## config.mk

```make
export PLATFORM = sky130hd
export DESIGN_NAME = id_pipe_flat
export DESIGN_NICKNAME = d
export VERILOG_FILES = /design/src/rtl/id_pipe_if.sv /design/src/rtl/id_pipe.sv /design/src/flat_wrapper.sv
export SDC_FILE = /design/constraint.sdc
export NUM_CORES = 1
export LEC_CHECK = 0
export ABC_AREA = 1
export BUFFER_PORTS_ARGS = -buffer_cell sky130_fd_sc_hd__buf_2
export CAP_MARGIN = 10
export CORE_MARGIN = 2
export CORE_UTILIZATION = 41
export DETAILED_ROUTE_END_ITERATION = 8
export PLACE_DENSITY = 0.7
export SYNTH_ARGS = -nofsm -noshare
export SYNTH_HDL_FRONTEND = slang
export SYNTH_SLANG_ARGS = --single-unit
```

## constraint.sdc

```tcl
create_clock -name clk -period 2.01 [get_ports clk]
set_input_delay 0.402 -clock clk [delete_from_list [all_inputs] [get_ports clk]]
set_output_delay 0.402 -clock clk [all_outputs]
set_load 0.03 [all_outputs]
```

## src/rtl/id_pipe_if.sv

```systemverilog
// IF->ID->EX handshake and micro-op bundle between the decode stage and its neighbours.
// master = IF/EX side, slave = decoder.
interface id_pipe_if #(parameter int REG_W = 4);
  logic             in_valid, in_ready;
  logic [31:0]      instr;
  logic             out_valid, out_ready;
  logic             flush, resume;
  logic [REG_W-1:0] dst_o, op1_o, op2_o;
  logic [3:0]       b_cond_o;
  logic [15:0]      imm_o;
  logic [2:0]       alu_op_o;
  logic [11:0]      flags_o;
  logic [1:0]       mov_o;
  logic             halt_o, illegal_o;

  modport master (
    output in_valid, instr, out_ready, flush, resume,
    input  in_ready, out_valid, dst_o, op1_o, op2_o, b_cond_o, imm_o,
           alu_op_o, flags_o, mov_o, halt_o, illegal_o
  );
  modport slave (
    input  in_valid, instr, out_ready, flush, resume,
    output in_ready, out_valid, dst_o, op1_o, op2_o, b_cond_o, imm_o,
           alu_op_o, flags_o, mov_o, halt_o, illegal_o
  );
endinterface

```

## src/rtl/id_pipe.sv

```systemverilog
// Registered instruction-decode stage: one-deep micro-op register with valid/ready,
// internal MUL interlock and HALT state.
module id_pipe #(
  parameter int REG_W      = 4,
  parameter int IMM_W      = 16,
  parameter int MUL_CYCLES = 4
) (
  input  logic     clk,
  input  logic     rst_n,
  id_pipe_if.slave bus
);
  localparam int CNT_W = $clog2(MUL_CYCLES);

  typedef enum logic [1:0] {RUN, MUL_WAIT, HALTED} state_e;

  typedef struct packed {
    logic alu, set_nzcv, shift, imm, load, store, branch, wr_reg, clr, set, sav_nzcv, br_reg;
  } flags_t;

  typedef struct packed {
    logic [REG_W-1:0] dst, op1, op2;
    logic [3:0]       b_cond;
    logic [15:0]      imm;
    logic [2:0]       alu_op;
    flags_t           flags;
    logic [1:0]       mov;
    logic             illegal;
  } uop_t;

  state_e           state_q, state_d;
  logic [CNT_W-1:0] cnt_q, cnt_d;
  logic             out_valid_q, out_valid_d;
  uop_t             uop_q, uop_d, dec;
  logic             is_mul, is_halt, xfer_in, xfer_out;
  logic [1:0]       cls;
  logic [2:0]       op;

  // rst_n gates in_ready so every output reads 0 while reset is held
  assign bus.in_ready = rst_n && (state_q == RUN) && (!out_valid_q || bus.out_ready);
  assign xfer_in      = bus.in_valid && bus.in_ready;
  assign xfer_out     = out_valid_q && bus.out_ready;

  always_comb begin
    cls         = bus.instr[31:30];
    op          = bus.instr[27:25];
    dec         = '0;
    is_mul      = 1'b0;
    is_halt     = 1'b0;
    dec.dst     = bus.instr[21 +: REG_W];
    dec.op1     = bus.instr[17 +: REG_W];
    dec.op2     = bus.instr[13 +: REG_W];
    dec.b_cond  = bus.instr[24:21];
    dec.imm     = 16'(bus.instr[IMM_W-1:0]);
    dec.alu_op  = op;
    case (cls)
      2'd0: begin
        dec.flags.wr_reg   = 1'b1;
        dec.flags.imm      = 1'b1;
        dec.flags.set_nzcv = bus.instr[28];
        if (bus.instr[29]) begin
          dec.flags.alu = 1'b1;
          is_mul        = (op == 3'd0);
        end else begin
          case (op)
            3'd0:       dec.mov = 2'd1;
            3'd1:       dec.mov = 2'd2;
            3'd2:       dec.flags.clr = 1'b1;
            3'd3:       dec.flags.set = 1'b1;
            3'd4, 3'd5: dec.flags.shift = 1'b1;
            3'd6: begin
              if (bus.instr[28]) begin
                dec.flags.sav_nzcv = 1'b1;
                dec.flags.wr_reg   = 1'b0;
              end else begin
                dec.mov = 2'd3;
              end
            end
            default: begin
              dec.flags   = '0;
              dec.illegal = 1'b1;
            end
          endcase
        end
      end
      2'd1: begin
        dec.flags.alu      = 1'b1;
        dec.flags.wr_reg   = 1'b1;
        dec.flags.set_nzcv = bus.instr[28];
        is_mul             = (op == 3'd0);
      end
      2'd2: begin
        dec.flags.imm    = 1'b1;
        dec.flags.load   = !bus.instr[25];
        dec.flags.store  = bus.instr[25];
        dec.flags.wr_reg = !bus.instr[25];
      end
      default: begin
        if (bus.instr[28]) begin
          is_halt = 1'b1;
        end else if (!bus.instr[27]) begin
          case (bus.instr[26:25])
            2'd0, 2'd1: dec.flags.branch = 1'b1;
            2'd2: begin
              dec.flags.branch = 1'b1;
              dec.flags.br_reg = 1'b1;
              dec.flags.imm    = 1'b1;
            end
            default: dec.illegal = 1'b1;
          endcase
        end
      end
    endcase
    if (is_mul) dec.flags.set_nzcv = 1'b0;
  end

  always_comb begin
    state_d     = state_q;
    cnt_d       = cnt_q;
    out_valid_d = out_valid_q;
    uop_d       = uop_q;
    case (state_q)
      RUN: begin
        if (xfer_in && is_mul) begin
          state_d = MUL_WAIT;
          cnt_d   = CNT_W'(MUL_CYCLES - 1);
        end else if (xfer_in && is_halt) begin
          state_d = HALTED;
        end
      end
      MUL_WAIT: begin
        cnt_d = cnt_q - CNT_W'(1);
        if (cnt_q == CNT_W'(1)) state_d = RUN;
      end
      HALTED:  if (bus.resume) state_d = RUN;
      default: state_d = RUN;
    endcase
    // flush drops the bundle but the FSM above still sees the accepted instr
    if (bus.flush) begin
      out_valid_d = 1'b0;
    end else if (xfer_in) begin
      out_valid_d = 1'b1;
      uop_d       = dec;
    end else if (xfer_out) begin
      out_valid_d = 1'b0;
    end
  end

  always_ff @(posedge clk or negedge rst_n) begin
    if (!rst_n) begin
      state_q     <= RUN;
      cnt_q       <= '0;
      out_valid_q <= 1'b0;
      uop_q       <= '0;
    end else begin
      state_q     <= state_d;
      cnt_q       <= cnt_d;
      out_valid_q <= out_valid_d;
      uop_q       <= uop_d;
    end
  end

  assign bus.out_valid = out_valid_q;
  assign bus.dst_o     = uop_q.dst;
  assign bus.op1_o     = uop_q.op1;
  assign bus.op2_o     = uop_q.op2;
  assign bus.b_cond_o  = uop_q.b_cond;
  assign bus.imm_o     = uop_q.imm;
  assign bus.alu_op_o  = uop_q.alu_op;
  assign bus.flags_o   = uop_q.flags;
  assign bus.mov_o     = uop_q.mov;
  assign bus.illegal_o = uop_q.illegal;
  assign bus.halt_o    = (state_q == HALTED);
endmodule

```

## src/flat_wrapper.sv

```systemverilog
// flat-port wrapper written by rule: the top's interface ports become plain ports
module id_pipe_flat 
#(
  parameter int REG_W      = 4,
  parameter int IMM_W      = 16,
  parameter int MUL_CYCLES = 4
)
  (clk, rst_n, bus_in_valid, bus_instr, bus_out_ready, bus_flush, bus_resume, bus_in_ready, bus_out_valid, bus_dst_o, bus_op1_o, bus_op2_o, bus_b_cond_o, bus_imm_o, bus_alu_op_o, bus_flags_o, bus_mov_o, bus_halt_o, bus_illegal_o);
  id_pipe_if #(.REG_W(REG_W)) bus_i ();
  input  logic clk;
  input  logic rst_n;
  input wire logic [$bits(bus_i.in_valid)-1:0] bus_in_valid;
  input wire logic [$bits(bus_i.instr)-1:0] bus_instr;
  input wire logic [$bits(bus_i.out_ready)-1:0] bus_out_ready;
  input wire logic [$bits(bus_i.flush)-1:0] bus_flush;
  input wire logic [$bits(bus_i.resume)-1:0] bus_resume;
  output wire logic [$bits(bus_i.in_ready)-1:0] bus_in_ready;
  output wire logic [$bits(bus_i.out_valid)-1:0] bus_out_valid;
  output wire logic [$bits(bus_i.dst_o)-1:0] bus_dst_o;
  output wire logic [$bits(bus_i.op1_o)-1:0] bus_op1_o;
  output wire logic [$bits(bus_i.op2_o)-1:0] bus_op2_o;
  output wire logic [$bits(bus_i.b_cond_o)-1:0] bus_b_cond_o;
  output wire logic [$bits(bus_i.imm_o)-1:0] bus_imm_o;
  output wire logic [$bits(bus_i.alu_op_o)-1:0] bus_alu_op_o;
  output wire logic [$bits(bus_i.flags_o)-1:0] bus_flags_o;
  output wire logic [$bits(bus_i.mov_o)-1:0] bus_mov_o;
  output wire logic [$bits(bus_i.halt_o)-1:0] bus_halt_o;
  output wire logic [$bits(bus_i.illegal_o)-1:0] bus_illegal_o;
  assign bus_i.in_valid = bus_in_valid;
  assign bus_i.instr = bus_instr;
  assign bus_i.out_ready = bus_out_ready;
  assign bus_i.flush = bus_flush;
  assign bus_i.resume = bus_resume;
  assign bus_in_ready = bus_i.in_ready;
  assign bus_out_valid = bus_i.out_valid;
  assign bus_dst_o = bus_i.dst_o;
  assign bus_op1_o = bus_i.op1_o;
  assign bus_op2_o = bus_i.op2_o;
  assign bus_b_cond_o = bus_i.b_cond_o;
  assign bus_imm_o = bus_i.imm_o;
  assign bus_alu_op_o = bus_i.alu_op_o;
  assign bus_flags_o = bus_i.flags_o;
  assign bus_mov_o = bus_i.mov_o;
  assign bus_halt_o = bus_i.halt_o;
  assign bus_illegal_o = bus_i.illegal_o;
  id_pipe #(.REG_W(REG_W), .IMM_W(IMM_W), .MUL_CYCLES(MUL_CYCLES)) u_core (.clk(clk), .rst_n(rst_n), .bus(bus_i));
endmodule
```

==> results of run 1 <==
final cells by class:
| cell class | instances | area [um^2] |
|---|---|---|
| Inverter | 21 | 80.1 |
| Sequential cell | 48 | 1200 |
| Timing Repair Buffer | 92 | 465 |
| Multi-Input combinational cell | 177 | 753 |
| Tap cell | 70 | 87.6 |
| Clock buffer | 6 | 82.6 |
| Fill cell | 519 | 2370 |
| Clock inverter | 2 | 38.8 |
worst min path at each step:
stage                                            startpoint                                  to  cells after the start
after CTS                                     bus_instr[16]     u_core.bus.op2_o[3]$_DFFE_PN0P_                      3
after global placement      u_core.bus.imm_o[9]$_DFFE_PN0P_     u_core.bus.imm_o[9]$_DFFE_PN0P_                      2
after detailed placement  u_core.bus.flags_o[8]$_DFFE_PN0P_   u_core.bus.flags_o[8]$_DFFE_PN0P_                      2
after global routing                          bus_instr[19]     u_core.bus.op1_o[2]$_DFFE_PN0P_                      3
after floorplan                                       rst_n  u_core.bus.alu_op_o[0]$_DFFE_PN0P_                      0
final                                                 rst_n       u_core.state_q[1]$_DFFE_PN0P_                      2
power groups by stage:
stage,clock [mW],combinational [mW],sequential (mW)
finish,0.739,0.962,1.26
global route,0.803,1.05,1.29
CTS,0.750,0.974,1.26
detailed placement,0,0.974,1.27
global placement,0,0.963,1.27
floorplan,0,0.373,1.60
metrics by stage:
step | hold slack, ns | power [mW] | instance area, um^2 | setup WS, ns | std cells
floorplan | 0.106 | 1.98 | 2160 | 0.457 | 262
global placement | 0.459 | 2.23 | 2590 | 0.429 | 408
detailed placement | 0.464 | 2.25 | 2590 | 0.376 | 408
CTS | 0.278 | 2.98 | 2710 | 0.267 | 416
global route | 0.277 | 3.14 | 2710 | 0.167 | 416
finish | 0.240 | 2.96 | 2710 | 0.276 | 416
synth_stat cells (3+ instances only):
cell type	instances
dfrtp_1	48
buf_6	4
nand2_1	124
nand3_1	8
inv_1	20
nand4_1	5
o21ai_1	10
buf_2	4
nor2_1	11
a21oi_1	3
buf_4	7
o21ai_0	10
critical path, delay by kind of cell (launching register included):
family / cells / cell delay [ns]
flops: 1 / 0.42
simple gates: 3 / 0.39
buf+inv: 1 / 0.22
kinds of logic after synthesis:
| family | Yosys count | share of synthesized area, % |
|---|---|---|
| simple gates | 152 | 28.6 |
| flops | 48 | 55.7 |
| buf+inv | 37 | 9.34 |
| compound gates | 23 | 5.34 |
| xor+xnor | 1 | 0.406 |
| fa+ha+maj | 1 | 0.580 |
metal layers:
layer,track usage [%],part of all wire [%],vias to the layer above,wire length [um]
met1,22.4,46,863,2190
met4,6.00,1.6,0,74
met5,0,0,-,0
met2,28.4,46,55,2190
met3,4.27,5.4,7,255
li1,-,-,971,-
sequential cells by signal, indices dropped and copies added (netlist names):
signal                flops
u_core.bus.op1_o          4
u_core.state_q            2
u_core.bus.alu_op_o       3
u_core.cnt_q              2
u_core.bus.op2_o          2
u_core.bus.flags_o       12
u_core.bus.illegal_o      1
u_core.bus.out_valid      1
u_core.bus.mov_o          2
u_core.bus.dst_o          4
u_core.bus.imm_o         15
==> flow_metrics.env, run 1 <==
export IMPL_power_share_clock_pct=25.0
export IMPL_syn_nets=301
export IMPL_grt_max_degree=60
export IMPL_cts_sinks=48
export IMPL_path_clk_slew_ns=0.09
export IMPL_final_common_cell="nand2_1"
export IMPL_grt_pass1_wl_mm=8.25
export IMPL_synthDistinctLibCells=19
export IMPL_fp_dieW_um=76.5
export IMPL_drc_errors=0
export IMPL_drive_gt1_share_pct=29.8
export IMPL_drtPass1Iterations=4
export IMPL_grt_pass1_vias=1799
export IMPL_cap_violations=0
export IMPL_syn_area_um2=2160
export IMPL_r2r_slack_ns=0.48
export IMPL_setup_viol=0
export IMPL_worst_r2r_path_depth=7
export IMPL_cts_root_buf="clkbuf_8"
export IMPL_rsz0062_at_grt="false"
export IMPL_synth_flop_cell="dfrtp_1"
export IMPL_cts_resized=0
export IMPL_cts_tree="built"
export IMPL_rows=26
export IMPL_p_leak_nw=1.60
export IMPL_swShare_pct=38.0
export IMPL_p_sw_mw=1.12
export IMPL_coreArea_um2=5070
export IMPL_pwr_share_comb_pct=32.5
export IMPL_diodes=0
export IMPL_finalCoreUtilization_pct=53.4
export IMPL_crit_start="u_core.state_q[0]$_DFFE_PN0P_"
export IMPL_io_pin_count=91
export IMPL_fin_crit_sh_pct=86.3
export IMPL_r2r_end="u_core.bus.flags_o[6]$_DFFE_PN0P_"
export IMPL_p_seq_share_pct=42.5
export IMPL_syn_area_per_cell_um2=8.23
export IMPL_slew_violations=0
export IMPL_startpoint_type="flop"
export IMPL_status="complete, no violations"
export IMPL_slew_headroom_pct=60.1
export IMPL_slowest_stage="dfrtp_1"
export IMPL_p_int_mw=1.83
export IMPL_power_density_nw_per_um2=1090
export IMPL_yosysSeqAreaShare_pct=55.7
export IMPL_min_path_type="input pin to async pin"
export IMPL_worst_pin_slew_ns=0.598
export IMPL_hold_buffers=0
export IMPL_period_needed_ns=1.73
export IMPL_timing_rr_start="u_core.state_q[0]$_DFFE_PN0P_"
export IMPL_crit_path_max_fanout=4
export IMPL_cp_cell_sequence="nor2_1 -> nand2_1 -> nor2_4 -> buf_2"
export IMPL_cts_buffer_depth=2
export IMPL_yosysTopAreaCell="dfrtp_1"
export IMPL_grt_overflow=0
export IMPL_track_usage_pct=17.3
export IMPL_syn_to_final_growth_pct=25.7
export IMPL_irDropWorstVdd_mv=0.518
export IMPL_cts_buffers=5
export IMPL_die_area_um2=5850
export IMPL_critPathKind="flop to output port"
export IMPL_netlist_area_leader_share_pct=55.7
export IMPL_dp_hpwl_mm=3.36
export IMPL_synth_seq_cells=48
export IMPL_mostFrequentLayoutCells="nand2_1 (124), buf_2 (90), dfrtp_1 (48), inv_1 (20), nor2_1 (11)"
export IMPL_clk_latency_ns=0.30
export IMPL_finalHoldViolCount=0
export IMPL_cp_end_kind="output port"
export IMPL_drt_iter0_drc=72
export IMPL_cp_required_ns=1.61
export IMPL_routedWlPerCell_um=11.3
export IMPL_ant_nets=0
export IMPL_synth_edf_count=0
export IMPL_via_per_inst=4.56
export IMPL_fin_nets=384
export IMPL_endpoint="bus_in_ready"
export IMPL_tns_ns=0
export IMPL_synthTopCellsByArea="dfrtp_1 (56%), nand2_1 (22%), inv_1 (3.5%)"
export IMPL_postSynthCellCount=262
export IMPL_port_buffers=90
export IMPL_antenna_found_initial=0
export IMPL_post_cts_buffers=0
export IMPL_worstPathArrival_ns=1.33
export IMPL_slowest_delay_ns=0.42
export IMPL_drt_total_wl_mm=4.71
export IMPL_clock_skew_ns=0.00301
export IMPL_vias=1896
export IMPL_start_util_pct=42.5
export IMPL_gp_congestion=0.908
export IMPL_async_flop_share_pct=100
export IMPL_yosys_warnings=0
export IMPL_ctsHtreeMaxLevel=2
export IMPL_dieHeight_um=76.5
export IMPL_timing_fmax_mhz=577
Power figures use the tool's default switching activity.
==> run 2: changes to the inputs <==
- CORE_MARGIN: 2 -> unset
- TNS_END_PERCENT: unset -> 20
==> run 2 against run 1 <==
- count of clock-buffer cells in the layout down 1
- total power is 6.2% lower
- clock skew is 0.0032 ns higher
- worst setup slack gained 0.026 ns
- largest cell class unchanged
==> flow_metrics.env, run 2 (same netlist as run 1, synthesis figures left out) <==
export IMPL_drt_iter0_drc=165
export IMPL_drc_errors=0
export IMPL_min_path_type="input pin to async pin"
export IMPL_startpoint_type="flop"
export IMPL_grt_pass1_wl_mm=7.71
export IMPL_final_cells=416
export IMPL_antenna_found_initial=0
export IMPL_cts_root_buf="clkbuf_8"
export IMPL_irDropWorstVdd_mv=0.496
export IMPL_rows=26
export IMPL_cts_resized=0
export IMPL_cp_end_kind="output port"
export IMPL_timing_fmax_mhz=585
export IMPL_cts_buffers=5
export IMPL_cts_tree="built"
export IMPL_mostFrequentLayoutCells="nand2_1 (124), buf_2 (90), dfrtp_1 (48), inv_1 (20), nor2_1 (11)"
export IMPL_port_buffers=90
export IMPL_worst_r2r_path_depth=7
export IMPL_via_per_inst=4.63
export IMPL_drtPass1Iterations=5
export IMPL_drive_gt1_share_pct=29.8
export IMPL_hold_buffers=0
export IMPL_gp_congestion=0.822
export IMPL_place_area_um2=2590
export IMPL_fp_dieW_um=74.5
export IMPL_coreArea_um2=5070
export IMPL_post_cts_buffers=0
export IMPL_track_usage_pct=18.1
export IMPL_cap_violations=0
export IMPL_status="complete, no violations"
export IMPL_clock_skew_ns=0.00622
export IMPL_seqCellArea_um2=1200
export IMPL_cts_buffer_depth=2
export IMPL_diodes=0
export IMPL_multiInputGateArea_um2=753
export IMPL_grt_overflow=0
export IMPL_routedWlPerCell_um=11.5
export IMPL_cts_sinks=48
export IMPL_r2r_slack_ns=0.45
export IMPL_finalCoreUtilization_pct=52.7
export IMPL_grt_pass1_vias=1733
export IMPL_die_area_um2=5550
export IMPL_ctsHtreeMaxLevel=2
export IMPL_tns_ns=0
export IMPL_setup_viol=0
export IMPL_place_inst=409
export IMPL_p_leak_nw=1.58
export IMPL_io_pin_count=91
export IMPL_grt_max_degree=49
export IMPL_period_needed_ns=1.71
export IMPL_rsz0062_at_grt="false"
export IMPL_drt_total_wl_mm=4.80
export IMPL_power_density_nw_per_um2=1040
export IMPL_largest_reg_flops=15
export IMPL_crit_path_max_fanout=4
export IMPL_vias=1927
export IMPL_fin_crit_sh_pct=85.0
export IMPL_ant_nets=0
export IMPL_slew_violations=0
export IMPL_worst_pin_slew_ns=0.598
export IMPL_fin_area_um2=2680
export IMPL_syn_to_final_growth_pct=24.1
export IMPL_dp_hpwl_mm=3.50
export IMPL_start_util_pct=42.5
export IMPL_cp_required_ns=1.61
export IMPL_finalHoldViolCount=0
export IMPL_clk_latency_ns=0.29
export IMPL_dieHeight_um=74.5
export IMPL_fin_nets=385
export IMPL_slew_headroom_pct=60.1
export IMPL_whs_ns=0.263
export IMPL_fillers=508
export IMPL_critPathKind="flop to output port"
export IMPL_final_common_cell="nand2_1"
export IMPL_path_clk_slew_ns=0.09
export IMPL_worstPathArrival_ns=1.31
## run 2: final timing paths
path,start,endpoint
min in group clk,bus_instr[5],u_core.bus.imm_o[5]$_DFFE_PN0P_
max in group asynchronous,rst_n,u_core.bus.flags_o[0]$_DFFE_PN0P_
setup / recovery,u_core.state_q[0]$_DFFE_PN0P_,bus_in_ready
hold reg to reg,u_core.bus.flags_o[4]$_DFFE_PN0P_,u_core.bus.flags_o[4]$_DFFE_PN0P_
hold / removal,rst_n,u_core.bus.dst_o[1]$_DFFE_PN0P_
setup reg to reg,u_core.state_q[0]$_DFFE_PN0P_,u_core.bus.dst_o[0]$_DFFE_PN0P_
## run 2: worst max-delay path: stages, from the launching register on
cell and delay [ns]:
dfrtp_1 0.42, nor2_1 0.15, nand2_1 0.11, nor2_4 0.13, buf_2 0.22
## run 2: layout make-up
type	instances	area share (%)
inverter	21	2.99
clock inverter	2	0.468
clock buffer	5	2.57
sequential	48	44.9
multi-input combinational	177	28.1
tap	70	3.27
timing repair buffer	93	17.7
## run 2: where the power goes
part | internal (mW) | switching [mW] | leakage [nW]
Sequential | 1.15 | 0.109 | 0.616
Clock | 0.236 | 0.310 | 0.0400
Combinational | 0.279 | 0.690 | 0.922
Total | 1.67 | 1.11 | 1.58
## run 2: layer usage
layer / GRT usage, % / vias up / share of wire [%]
met2: 30.7 / 56 / 49
met3: 2.85 / 2 / 5.1
li1: - / 974 / -
met5: 0 / - / 0
met4: 7.13 / 0 / 0.58
met1: 23.3 / 895 / 45
## run 2: metrics by stage
step / power, mW / setup WS (ns)
after floorplan: 1.98 / 0.457
final: 2.78 / 0.302
after detailed placement: 2.26 / 0.357
after CTS: 2.81 / 0.288
after global placement: 2.23 / 0.411
after global routing: 2.96 / 0.229
